<file path="src/rtl/oab_pkg.sv">
// Shared types and constants for the three-reel slot controller.
// Holds the FSM state encoding, LFSR seed/taps, and reel helper functions.
package oab_pkg;

    typedef enum logic [1:0] {
        IDLE = 2'd0,
        SPIN = 2'd1,
        EVAL = 2'd2,
        DONE = 2'd3
    } state_t;

    localparam logic [15:0] LFSR_SEED = 16'hACE1;
    // Right-shifting Fibonacci form of x^16+x^14+x^13+x^11+1: taps at bits 0,2,3,5.
    localparam logic [15:0] LFSR_TAPS = 16'h002D;
    localparam int          NUM_DIGITS = 10;

    function automatic logic [3:0] red10(input logic [3:0] v);
        return (v >= 4'd10) ? (v - 4'd10) : v;
    endfunction

    function automatic logic [7:0] sat8(input logic [15:0] v);
        return (v > 16'd255) ? 8'hFF : v[7:0];
    endfunction

endpackage

</file>
<file path="src/rtl/oab_lfsr.sv">
// Free-running 16-bit Fibonacci LFSR; resets to the package seed.
// Only the low 12 bits are exported, since they are all the reels consume.
module oab_lfsr
    import oab_pkg::*;
(
    input  logic        clk,
    input  logic        rst,
    output logic [11:0] rnd
);

    logic [15:0] lfsr_q;

    always_ff @(posedge clk or negedge rst) begin
        if (!rst) begin
            lfsr_q <= LFSR_SEED;
        end else begin
            lfsr_q <= {^(lfsr_q & LFSR_TAPS), lfsr_q[15:1]};
        end
    end

    assign rnd = lfsr_q[11:0];

endmodule

</file>
<file path="src/rtl/oab_top.sv">
// Three-reel slot machine controller: lever edge detect, timed spin,
// reel evaluation and saturating payout.
//
// state | meaning
// IDLE  | waiting for a lever rise with a non-zero bet
// SPIN  | counting down; reel indices captured from the LFSR on the last cycle
// EVAL  | look up symbols in the code table and register jackpot/payout
// DONE  | hold result until the lever is released
module oab_top
    import oab_pkg::*;
#(
    parameter int SPIN_CYCLES = 8,
    parameter int PAY_TRIPLE  = 15,
    parameter int PAY_PAIR    = 2
) (
    input  logic       clk,
    input  logic       rst,
    input  logic       roll,
    input  logic [3:0] bet,
    input  logic [3:0] code [NUM_DIGITS-1:0],
    output logic       jackpot,
    output logic [7:0] payout
);

    localparam logic [7:0] CNT_INIT = 8'(SPIN_CYCLES - 1);

    state_t      state;
    logic        roll_q;
    logic        rise_q;
    logic [3:0]  bet_q;
    logic [7:0]  cnt;
    logic [3:0]  idx0;
    logic [3:0]  idx1;
    logic [3:0]  idx2;
    logic [11:0] rnd;

    logic [3:0]  r0;
    logic [3:0]  r1;
    logic [3:0]  r2;
    logic        triple;
    logic        pair;
    logic [15:0] prod_triple;
    logic [15:0] prod_pair;

    oab_lfsr u_lfsr (
        .clk (clk),
        .rst (rst),
        .rnd (rnd)
    );

    assign r0          = code[idx0];
    assign r1          = code[idx1];
    assign r2          = code[idx2];
    assign triple      = (r0 == r1) && (r1 == r2);
    assign pair        = (r0 == r1) || (r1 == r2) || (r0 == r2);
    assign prod_triple = 16'(bet_q) * 16'(PAY_TRIPLE);
    assign prod_pair   = 16'(bet_q) * 16'(PAY_PAIR);

    // The rise is registered once more before the FSM consumes it, so the
    // result lands SPIN_CYCLES+2 edges after the edge that first sees roll high.
    always_ff @(posedge clk or negedge rst) begin
        if (!rst) begin
            state   <= IDLE;
            jackpot <= 1'b0;
            payout  <= 8'd0;
            bet_q   <= 4'd0;
            cnt     <= 8'd0;
            idx0    <= 4'd0;
            idx1    <= 4'd0;
            idx2    <= 4'd0;
            roll_q  <= 1'b0;
            rise_q  <= 1'b0;
        end else begin
            roll_q <= roll;
            rise_q <= roll & ~roll_q;
            unique case (state)
                IDLE: begin
                    if (rise_q && (bet != 4'd0)) begin
                        bet_q   <= bet;
                        jackpot <= 1'b0;
                        payout  <= 8'd0;
                        cnt     <= CNT_INIT;
                        state   <= SPIN;
                    end
                end
                SPIN: begin
                    if (cnt == 8'd0) begin
                        idx0  <= red10(rnd[3:0]);
                        idx1  <= red10(rnd[7:4]);
                        idx2  <= red10(rnd[11:8]);
                        state <= EVAL;
                    end else begin
                        cnt <= cnt - 8'd1;
                    end
                end
                EVAL: begin
                    jackpot <= triple;
                    if (triple) begin
                        payout <= sat8(prod_triple);
                    end else if (pair) begin
                        payout <= sat8(prod_pair);
                    end else begin
                        payout <= 8'd0;
                    end
                    state <= DONE;
                end
                DONE: begin
                    if (!roll) begin
                        state <= IDLE;
                    end
                end
                default: state <= IDLE;
            endcase
        end
    end

endmodule

</file>
<file path="config.mk">
export PLATFORM = sky130hd
export DESIGN_NAME = oab_top
export DESIGN_NICKNAME = d
export VERILOG_FILES = /design/src/rtl/oab_pkg.sv /design/src/rtl/oab_lfsr.sv /design/src/rtl/oab_top.sv
export SDC_FILE = /design/constraint.sdc
export NUM_CORES = 1
export LEC_CHECK = 0
export ABC_AREA = 1
export BUFFER_PORTS_ARGS = -buffer_cell sky130_fd_sc_hd__buf_2
export CORE_MARGIN = 2
export CORE_UTILIZATION = 53
export DETAILED_ROUTE_END_ITERATION = 16
export PLACE_DENSITY = 0.85
export SLEW_MARGIN = 15
export SYNTH_ARGS = -nofsm -noshare
export SYNTH_HDL_FRONTEND = slang
export SYNTH_SLANG_ARGS = --single-unit
</file>
<file path="constraint.sdc">
create_clock -name clk -period 2.55 [get_ports clk]
set_input_delay 0.51 -clock clk [delete_from_list [all_inputs] [get_ports clk]]
set_output_delay 0.51 -clock clk [all_outputs]
set_load 0.05 [all_outputs]
</file>
# Word level (Yosys, flattened, before mapping)
# Index checks and enable logic that the tools add are counted.
# classes
n_addsub,4
multipliers,1
div,0
n_lt_le_gt_ge,8
n_eq_ne,10
shifts,0
muxes,24
n_bitwise,2
n_reduce_logical,15
# ops
operator,n
$mux W8,7
$bmux W4 S4,3
$pmux W8 S2,2
$mux W4,6
$reduce_xor A16 Y1,1
$lt A4 B5 Y1 const B,3
$eq A4 B4 Y1,3
$ge A4 B4 Y1 const B,3
$sub A4 B4 Y4 const B,3
$gt A5 B8 Y1 const B,1
$gt A8 B8 Y1 const B,1
$logic_not A8 Y1,1
$mul A4 B4 Y8 const B,1
$ne A2 B2 Y1 const B,4
$pmux W2 S4,1
$sub A8 B1 Y8 const B,1
$mux W2,3
$reduce_and A2 Y1,3
$reduce_and A3 Y1,2
$eq A2 B2 Y1 const B,2
$reduce_bool A2 Y1,2
$reduce_bool A4 Y1,1
$eq A2 B1 Y1 const B,1
$logic_and A1 B1 Y1,2
6 further kinds,7
# totals
reg_bits,53
latch_bits,0
ram_bits,0
rom_bits,0
input_bits,47
out_inout_bits,9
memories,0

# Longest topological paths before layout
# Gate-level depths: netlist of run 1.
# logic_depth
word_depth,8
depth_mapped,18
mapped_depth_nobuf,16

# Modules after synthesis
# From an unflattened synthesis of run 1, not the netlist that was laid out.
# unflattened
cells_unflattened,666
hier_area_um2,4503.1
# modules_own_cells
module,instances,cells_per_inst,area_each_um2,seq_area_each_um2
oab_top,1,621,3931.3,925.9
oab_lfsr,1,45,571.8,410.4

# Worst setup path after synthesis of run 1
# No wires, ideal clock.
# synth_path
kind,register -> register
start,reg bet_q[0]
end,reg payout[7]
setup_time_ps,150
arrival_time_ps,2455
required_time_ps,2400
slack_ps,-55
path_stages_with_launch,13
n_path_buf,0
path_cell_list,dfrtp_1 > fa_1 > inv_1 > fa_1 > inv_1 > ha_1 > nand3_1 > nand3_1 > nand2_1 > nand2_1 > a21oi_1 > xor2_1 > o22ai_1
# synth_between
elab_chain_len,5
word_cells_on_any_way,8
cone_classes,1 x mul; 2 x order compare; 5 x mux
# synth_lines
element,line_no,source
start: declaration,oab_top.sv:30,logic [3:0] bet_q;
start signal: assignment,oab_top.sv:79,bet_q <= bet;
$mul A4 B4 Y8 or $gt A5 B8 Y1 (tied branches),"oab_top.sv:56, oab_pkg.sv:22",
$gt A8 B8 Y1 or $mux W8 (tied branches),oab_pkg.sv:22,return (v > 16'd255) ? 8'hFF : v[7:0];
"$mux W8, on equally long branches","oab_pkg.sv:22, oab_top.sv:100",
$mux W8 *,oab_top.sv:98,if (triple) begin
$pmux W8 S2 *,oab_top.sv:76,unique case (state)
end signal: assignment,oab_top.sv:99,payout <= sat8(prod_triple);
end signal: assignment,oab_top.sv:101,payout <= sat8(prod_pair);
end: declaration,oab_top.sv:22,output logic [7:0] payout
# Mark *: on every way between the ends. The rest lies on a longest branch, timed or not.
# A chain may end at the register's enable or synchronous reset.

# Worst setup path in the final report of run 1
# layout_path
start,reg bet_q[1]
end,reg payout[7]
# The elaborated chain is that of the path after synthesis.

==> qor.yml, run 1 <==
finalCriticalPeriod_ns: 2.72
yosys-top-cells-area: "dfrtp_1, nand2_1, nand3_1"
synth_common_cells: "nand2_1, inv_1, nand3_1, dfrtp_1, nor2_1"
multiInputGateArea_mm2: 0.00246
chipWidth_um: 94.5
crit_type: "register to register"
yosysWarnings: 0
cts-hold-fix-buffers: 0
regArea_mm2: 0.00134
num_vias: 4352
fin_area_mm2: 0.00492
violations: "setup timing"
grt-ovfl-total: 0
grt_max_degree: 54
crit_fanout: 3
seq_area_frac_synth: 0.308
placed_cells: 800
r2r_slack_ns: -0.17
path_buf_inv: 2
tns_ns: -0.657
synth_top_cell_area_share: 0.259
crit_family: "adder cells"
power_uw: 3770
hold_class: "primary input to async pin"
antenna_found_initial: 0
ios: 56
synth.most_common_cell: "nand2_1"
cts_root_buffer: "clkbuf_8"
drcViolationCount: 0
postRouteAntennaNets: 0
place_area_mm2: 0.00474
slowest_stage: "fa_1"
drv_cap: 0
gp_congestion: 0.941
grt_pass1_wl_mm: 18.7
h-tree-depth: 2
reg2reg_depth: 12
vias_per_cell: 5.36
syn_inst: 639
area_growth_pct: 13.4
finalWorstSetupSlack_ns: -0.173
cts_tree: "done"
grt_pass1_vias: 4346
die_height_um: 94.5
clock_sinks: 53
placementRows: 33
finalHoldViolCount: 0
start_util: 0.536
n_antenna_cell: 0
setup_viol: 5
design.die.area_mm2: 0.00893
dr.pass1.iters: 7
pwr_density_cell_mw_per_mm2: 766
worstSetupStartpointType: "register"
synth_edf_count: 0
synth_top_cell_by_area: "dfrtp_1"
regToRegStartpoint: "bet_q[1]"
cp-end-kind: "register"
vdd_drop_max_uv: 746
synth.distinct_cells: 36
io_buffers: 55
fp.coreArea_mm2: 0.00809
numCtsBuffers: 5
grt_usage: 0.261
rsz0062_at_grt: "true"
clock_latency_ns: 0.32
synth_flop_cell: "dfrtp_1"
worstReg2RegEnd: "payout[7]"
max_freq_ghz: 0.367
crit_chain: "fa_1 > inv_2 > fa_1 > inv_2 > ha_4 > nand3_2 > nand3_2 > nand2_2 > nand2_2 > a21oi_2 > xor2_1 > o22ai_1"
wl_mm: 10.9
outcome: "complete, but fails checks"
drive_gt1_frac: 0.191
worst_slew_pin_slew_ns: 0.967
skew_ns: 0.00821
dpl.hpwl_mm: 7.97
leakagePower_uw: 0.00262
clk_pin_slew_ns: 0.10
cts_buffer_depth: 2
wl_per_cell_um: 13.4
fin_nets: 781
final-max-slew-violation-count: 0
drtIter0Drc: 240
syn_nets: 714
syn_avg_cell_area_um2: 6.79
fill_cells: 716
slew_headroom: 0.349
ys_ff_latch: 53
stdcell_count: 812
crit_required_ns: 2.71
ys_async_sr_fraction: 1.00
cp_slowest_stage_delay_ns: 0.62
arrival_ns: 2.89
synth.cell_area_mm2: 0.00434
fin_crit_sh: 1.07
worst max path at each step:
stage          startpoint         to  slack, ns  depth (start not counted)
5_1_grt          bet_q[1]  payout[7]      -0.34                         12
4_1_cts          bet_q[0]  payout[7]      -0.11                         12
3_5_place_dp     bet_q[1]  payout[7]      -0.19                         12
6_report         bet_q[1]  payout[7]      -0.17                         12
3_3_place_gp     bet_q[1]  payout[7]      -0.09                         12
2_1_floorplan    bet_q[1]  payout[7]      -0.04                         12
what timing repair did:
| item | CTS | global route |
|---|---|---|
| buffers inserted | 3 | 2 |
| resized for setup | 8 | 5 |
| pin swaps | 9 | 10 |
| setup endpoints to repair | 3 | 5 |
per-layer routing:
| layer | part of all wire | global-route usage | up-vias |
|---|---|---|---|
| met5 | 0 | 0 | - |
| met1 | 0.38 | 0.302 | 1954 |
| met2 | 0.50 | 0.468 | 230 |
| li1 | - | - | 2122 |
| met4 | 0.040 | 0.144 | 0 |
| met3 | 0.080 | 0.0287 | 46 |
logic make-up (layout without fill, tap and decap cells):
group / after synthesis / in the layout / share of synthesized area
AND/OR/NAND/NOR: 349 / 349 / 0.353
flip-flops: 53 / 53 / 0.308
adder cells (fa/ha/maj): 28 / 28 / 0.0894
multiplexers: 1 / 1 / 0.00259
AO/OA/AOI/OAI: 59 / 59 / 0.0781
XOR/XNOR: 16 / 16 / 0.0323
buffers and inverters: 133 / 201 / 0.137
layout make-up:
type	count	share of cell area
Clock buffer	5	0.0140
Clock inverter	3	0.00534
Inverter	116	0.0910
Multi-Input combinational cell	453	0.501
Sequential cell	53	0.271
Tap cell	105	0.0267
Timing Repair Buffer	77	0.0910
power by group:
part           internal [uW]  switching [uW]
clock network            200             295
logic                   1010            1240
registers                943            78.4
flip-flops by register name, summed over array words and instances (netlist names):
register and cells:
u_lfsr.lfsr_q 16, idx2 4, idx0 4, roll_q 1, jackpot 1, idx1 4
rise_q 1, cnt 8, bet_q 4, state 2, payout 8
metrics by stage:
stage / util / hold WS, ns / worst slack (ns)
6_report: 0.608 / 0.284 / -0.173
5_1_grt: 0.608 / 0.318 / -0.343
4_1_cts: 0.606 / 0.311 / -0.115
3_5_place_dp: 0.586 / 0.343 / -0.188
3_3_place_gp: 0.586 / 0.339 / -0.0906
2_1_floorplan: - / 0.214 / -0.0410
cells in the final DEF (no fill, tap or decap), types with 3 or more instances in the layout:
cell type and instances:
o211ai_1 9, xnor2_1 6, o22ai_1 4, nand2_4 3, clkbuf_8 5, nand2_1 191, nor3_1 4, o21ai_0 37
nor2_1 43, inv_1 103, buf_2 55, inv_2 10, ha_1 21, nand2_2 8, nand4_1 6, dfrtp_1 45
a21oi_1 4, xor2_1 10, nand3_1 82, nand3_2 5, buf_4 20, dfstp_2 8, fa_1 4
(Power assumes the default switching activity.)
==> run 2: changes to the inputs <==
--- a/config.mk
+++ b/config.mk
@@ -6,12 +6,14 @@
 export NUM_CORES = 1
 export LEC_CHECK = 0
 export ABC_AREA = 1
+export ABC_CLOCK_PERIOD_IN_PS = 2550
 export BUFFER_PORTS_ARGS = -buffer_cell sky130_fd_sc_hd__buf_2
-export CORE_MARGIN = 2
-export CORE_UTILIZATION = 53
+export CORE_MARGIN = 8
+export CORE_UTILIZATION = 54
 export DETAILED_ROUTE_END_ITERATION = 16
-export PLACE_DENSITY = 0.85
+export PLACE_DENSITY = 0.86
 export SLEW_MARGIN = 15
 export SYNTH_ARGS = -nofsm -noshare
 export SYNTH_HDL_FRONTEND = slang
+export SYNTH_HIERARCHICAL = 1
 export SYNTH_SLANG_ARGS = --single-unit
==> run 2 against run 1 <==
  * The run still ends with setup timing left
  * Critical endpoint is now payout[4]
  * Sequential share of layout area down 0.12 points
  * Core utilization is essentially flat
  * Combinational power decreased by 5%
  * Die area increased by 29%
  * Largest power group unchanged
  * Sequential cell count stayed put
  * Global-route usage shrank 6.7 points
  * Critical path type unchanged
  * Clock power decreased by 1%
  * Wire length grew 1.6%
  * Worst hold slack improved by 0.0045 ns
  * Largest cell class unchanged
  * Highest routed layer unchanged
  * Critical path depth decreased by 2
==> qor.yml, run 2 <==
outcome: "complete, but fails checks"
violations: "setup timing"
rsz0062_at_grt: "true"
final_common_cell: "nand2_1"
grt_pass1_vias: 4223
regToRegStartpoint: "bet_q[0]"
vias_per_cell: 5.30
worst_slew_pin_slew_ns: 0.657
final_cell_mix: "nand2_1, inv_1, nand3_1"
max_freq_ghz: 0.385
dpl.hpwl_mm: 8.33
largest_register_ffs: 16
finalWorstSetupSlack_ns: -0.0494
num_vias: 4366
grt_max_degree: 54
synth_top_cell_by_area: "dfrtp_1"
clock_sinks: 53
drcViolationCount: 0
arrival_ns: 2.80
syn_avg_cell_area_um2: 6.76
power_uw: 3690
fp.coreArea_mm2: 0.00813
chipWidth_um: 107
ys_async_sr_fraction: 1.00
final-max-slew-violation-count: 0
n_antenna_cell: 0
wl_mm: 11.1
drtIter0Drc: 354
grt-ovfl-total: 0
synth_top_cell_area_share: 0.250
setup_viol: 3
fill_cells: 733
worstSetupStartpointType: "register"
syn_inst: 666
slew_headroom: 0.562
synth.cell_area_mm2: 0.00450
synth.distinct_cells: 40
top_regs: "u_lfsr/lfsr_q: 16 flops, cnt: 8 flops, payout: 8 flops"
multiInputGateArea_mm2: 0.00250
leakagePower_uw: 0.00259
skew_ns: 0.00871
crit_fanout: 2
finalHoldViolCount: 0
area_growth_pct: 9.81
slowest_stage: "fa_1"
regMostFlops: "u_lfsr/lfsr_q"
antenna_found_initial: 0
grt_usage: 0.193
cp_slowest_stage_delay_ns: 0.57
design.die.area_mm2: 0.0115
crit_chain: "fa_1 > inv_2 > fa_1 > buf_4 > fa_2 > buf_4 > xor2_1 > nor2_1 > nor2_1 > nand2_1"
yosysWarnings: 6
clock_latency_ns: 0.31
synth_common_cells: "nand2_1, inv_1, nand3_1, dfrtp_1, o21ai_0"
drv_cap: 0
crit_type: "register to register"
regArea_mm2: 0.00134
ios: 56
fin_crit_sh: 1.02
dr.pass1.iters: 6
vdd_drop_max_uv: 734
cts_root_buffer: "clkbuf_8"
grt_pass1_wl_mm: 18.6
clk_pin_slew_ns: 0.10
placementRows: 33
numCtsBuffers: 5
synth.most_common_cell: "nand2_1"
post-place-ws_ns: -0.0623
postRouteAntennaNets: 0
synth_edf_count: 0
die_height_um: 107
fin_nets: 790
pwr_density_cell_mw_per_mm2: 746
io_buffers: 55
crit_required_ns: 2.76
hold_class: "primary input to async pin"
gp_congestion: 0.947
ys_ff_latch: 53
drive_gt1_frac: 0.194
syn_nets: 739
cp-end-kind: "register"
finalCriticalPeriod_ns: 2.60
h-tree-depth: 2
cts_tree: "done"
wl_per_cell_um: 13.5
yosys-top-cells-area: "dfrtp_1, nand2_1, nand3_1"
start_util: 0.554
r2r_slack_ns: -0.05
crit_start: "bet_q[0]"
cts_buffer_depth: 2
synth_flop_cell: "dfrtp_1"
seq_area_frac_synth: 0.297
==> run 2: cell count changes after synthesis, sizes merged, moves of 4 or more <==
cell | before | now
nand2 | 202 | 212
o21ai | 37 | 45
a21oi | 5 | 9
buf | 15 | 27
xor2 | 10 | 6
==> run 2: path summary, 6_finish.rpt <==
path                                endpoint  cells after the start
hold reg to reg            u_lfsr/lfsr_q[13]                      0
setup reg to reg                   payout[4]                     10
hold / removal                      bet_q[3]                      2
setup / recovery                   payout[4]                     10
max in group asynchronous           state[1]                      2
min in group clk                      roll_q                      1
==> run 2: critical path: cells and delay by family (launching register included) <==
kind,cells,cell delay (ns)
xor+xnor,1,0.15
fa+ha+maj,3,1.40
buf+inv,3,0.34
flops,1,0.41
simple gates,3,0.20
==> run 2: power by group <==
part | switching, uW | internal (uW)
clock | 289 | 201
combinational | 1230 | 925
sequential | 83.2 | 964
==> run 2: cell families (layout without fill, tap and decap cells) <==
| logic type | after synthesis | count (layout) | share of synthesized area |
|---|---|---|---|
| AOI/OAI and AO/OA | 69 | 69 | 0.0889 |
| buffers and inverters | 148 | 200 | 0.159 |
| xor gates and xnor gates | 10 | 10 | 0.0194 |
| and+or+nand+nor | 360 | 360 | 0.355 |
| DFF | 53 | 53 | 0.297 |
| adders and majority gates | 26 | 26 | 0.0806 |
==> run 2: metal layers <==
metal / global-route usage / vias up / routed length [um]
met5: 0 / - / 0
met4: 0.0744 / 0 / 284
met3: 0.0251 / 41 / 946
met2: 0.338 / 206 / 5370
met1: 0.235 / 1945 / 4480
li1: - / 2174 / -
==> run 2: cell type report <==
cell class	instances	share of cell area
Multi-Input combinational cell	465	0.505
Sequential cell	53	0.270
Inverter	119	0.0934
Timing Repair Buffer	73	0.0855
Tap cell	105	0.0266
Clock buffer	5	0.0139
Clock inverter	3	0.00531
==> run 2: metrics by stage <==
step	util	std cells	hold slack [ns]	area (um^2)	TNS, ns
2_1_floorplan	-	666	0.214	4510	-0.0402
3_3_place_gp	0.590	814	0.343	4800	-0.0415
3_5_place_dp	0.590	814	0.343	4800	-0.0623
4_1_cts	0.602	822	0.319	4890	-0.106
5_1_grt	0.608	823	0.346	4940	-0.550
6_report	0.608	823	0.288	4940	-0.115
==> run 2: repair_timing <==
| item | CTS | global route |
|---|---|---|
| setup buffers | 0 | 1 |
| hold buffers | 0 | 0 |
| pin swaps | 0 | 7 |
| gates resized for setup | 0 | 7 |
| setup endpoints to repair | 2 | 4 |
==> run 3: changes to the inputs <==
--- a/config.mk
+++ b/config.mk
@@ -12,6 +12,7 @@
 export CORE_UTILIZATION = 54
 export DETAILED_ROUTE_END_ITERATION = 16
 export PLACE_DENSITY = 0.86
+export SKIP_CTS_REPAIR_TIMING = 1
 export SLEW_MARGIN = 15
 export SYNTH_ARGS = -nofsm -noshare
 export SYNTH_HDL_FRONTEND = slang
==> run 3 against run 2 <==
  * The flow still finishes with violations (setup timing)
  * Design area unchanged
  * Critical path depth did not move
  * Clock power about the same
  * Global-route usage unchanged
  * Via count stayed put
  * Setup slack did not move
  * Wire length is the same
  * Combinational power barely moved
  * Die area is the same
  * Power is the same
  * Clock skew unchanged
==> qor.yml, run 3 (synthesized netlist as in run 2, its figures left out) <==
finalHoldViolCount: 0
worstSetupStartpointType: "register"
hold_class: "primary input to async pin"
leakagePower_uw: 0.00259
skew_ns: 0.00871
ios: 56
regToRegStartpoint: "bet_q[0]"
crit_start: "bet_q[0]"
tns_ns: -0.115
clk_pin_slew_ns: 0.10
finalCriticalPeriod_ns: 2.60
final_util: 0.608
final_common_cell: "nand2_1"
io_buffers: 55
postRouteAntennaNets: 0
drcViolationCount: 0
clock_latency_ns: 0.31
crit_required_ns: 2.76
stdcell_count: 823
slowest_stage: "fa_1"
drv_cap: 0
antenna_found_initial: 0
slew_headroom: 0.562
pwr_density_cell_mw_per_mm2: 746
place_area_mm2: 0.00480
holdWs_ns: 0.288
final_cell_mix: "nand2_1, inv_1, nand3_1"
vdd_drop_max_uv: 734
fin_area_mm2: 0.00494
cts_root_buffer: "clkbuf_8"
cts_buffer_depth: 2
fp.coreArea_mm2: 0.00813
grt_max_degree: 54
fill_cells: 733
numCtsBuffers: 5
wl_per_cell_um: 13.5
die_height_um: 107
cp_slowest_stage_delay_ns: 0.57
h-tree-depth: 2
placed_cells: 814
gp_congestion: 0.947
violations: "setup timing"
chipWidth_um: 107
top_regs: "u_lfsr/lfsr_q: 16 flops, cnt: 8 flops, payout: 8 flops"
outcome: "complete, but fails checks"
n_antenna_cell: 0
largest_register_ffs: 16
crit_fanout: 2
fin_crit_sh: 1.02
drtIter0Drc: 354
vias_per_cell: 5.30
grt_usage: 0.193
dpl.hpwl_mm: 8.33
crit_chain: "fa_1 > inv_2 > fa_1 > buf_4 > fa_2 > buf_4 > xor2_1 > nor2_1 > nor2_1 > nand2_1"
grt-ovfl-total: 0
placementRows: 33
regMostFlops: "u_lfsr/lfsr_q"
grt_pass1_wl_mm: 18.6
setup_viol: 3
start_util: 0.554
final-max-slew-violation-count: 0
num_vias: 4366
arrival_ns: 2.80
dr.pass1.iters: 6
design.die.area_mm2: 0.0115
clock_sinks: 53
area_growth_pct: 9.81
drive_gt1_frac: 0.194
cp-end-kind: "register"
cts_tree: "done"
crit_type: "register to register"
grt_pass1_vias: 4223
worst_slew_pin_slew_ns: 0.657
finalWorstSetupSlack_ns: -0.0494
wl_mm: 11.1
max_freq_ghz: 0.385
fin_nets: 790
rsz0062_at_grt: "true"
run 3: cell counts in the layout (fill, tap and decap cells not counted):
Identical to the previous run, type by type.
run 3: final timing paths:
kind / endpoint / slack (ns) / cells past startpoint
worst max register to register: payout[4] / -0.05 / 10
worst min register to register: u_lfsr/lfsr_q[13] / 0.36 / 0
worst min-delay path: bet_q[3] / 0.29 / 2
worst max-delay path: payout[4] / -0.05 / 10
max in group asynchronous: state[1] / 1.80 / 2
min in group clk: roll_q / 0.35 / 1
run 3: final cells by class:
cell class                      count  area, um^2  share of cell area
Multi-Input combinational cell    465        2500               0.505
Sequential cell                    53        1340               0.270
Inverter                          119         462              0.0934
Timing Repair Buffer               73         423              0.0855
Tap cell                          105         131              0.0266
Clock buffer                        5        68.8              0.0139
Clock inverter                      3        26.3             0.00531
run 3: critical path: cells and delay by family, from the launching register on:
| family | cells | cell delay [ns] |
|---|---|---|
| AND/OR/NAND/NOR | 3 | 0.20 |
| flip-flops | 1 | 0.41 |
| buffers and inverters | 3 | 0.34 |
| XOR/XNOR | 1 | 0.15 |
| adder cells (fa/ha/maj) | 3 | 1.40 |
run 3: power breakdown:
group / total, uW / leakage [uW] / switching [uW] / internal (uW)
sequential: 1050 / 0.000687 / 83.2 / 964
combinational: 2150 / 0.00185 / 1230 / 925
clock: 489 / 0.0000487 / 289 / 201
run 3: through the flow:
| step | total power [uW] | setup WS (ns) |
|---|---|---|
| 2_1_floorplan | 2330 | -0.0402 |
| 3_3_place_gp | 2840 | -0.0415 |
| 3_5_place_dp | 2920 | -0.0623 |
| 4_1_cts | 3430 | -0.0962 |
| 5_1_grt | 4020 | -0.176 |
| 6_report | 3690 | -0.0494 |
run 3: per-layer routing:
metal,track usage,share of wire,vias up
met5,0,0,-
met3,0.0251,0.085,41
li1,-,-,2174
met4,0.0744,0.026,0
met1,0.235,0.40,1945
met2,0.338,0.48,206
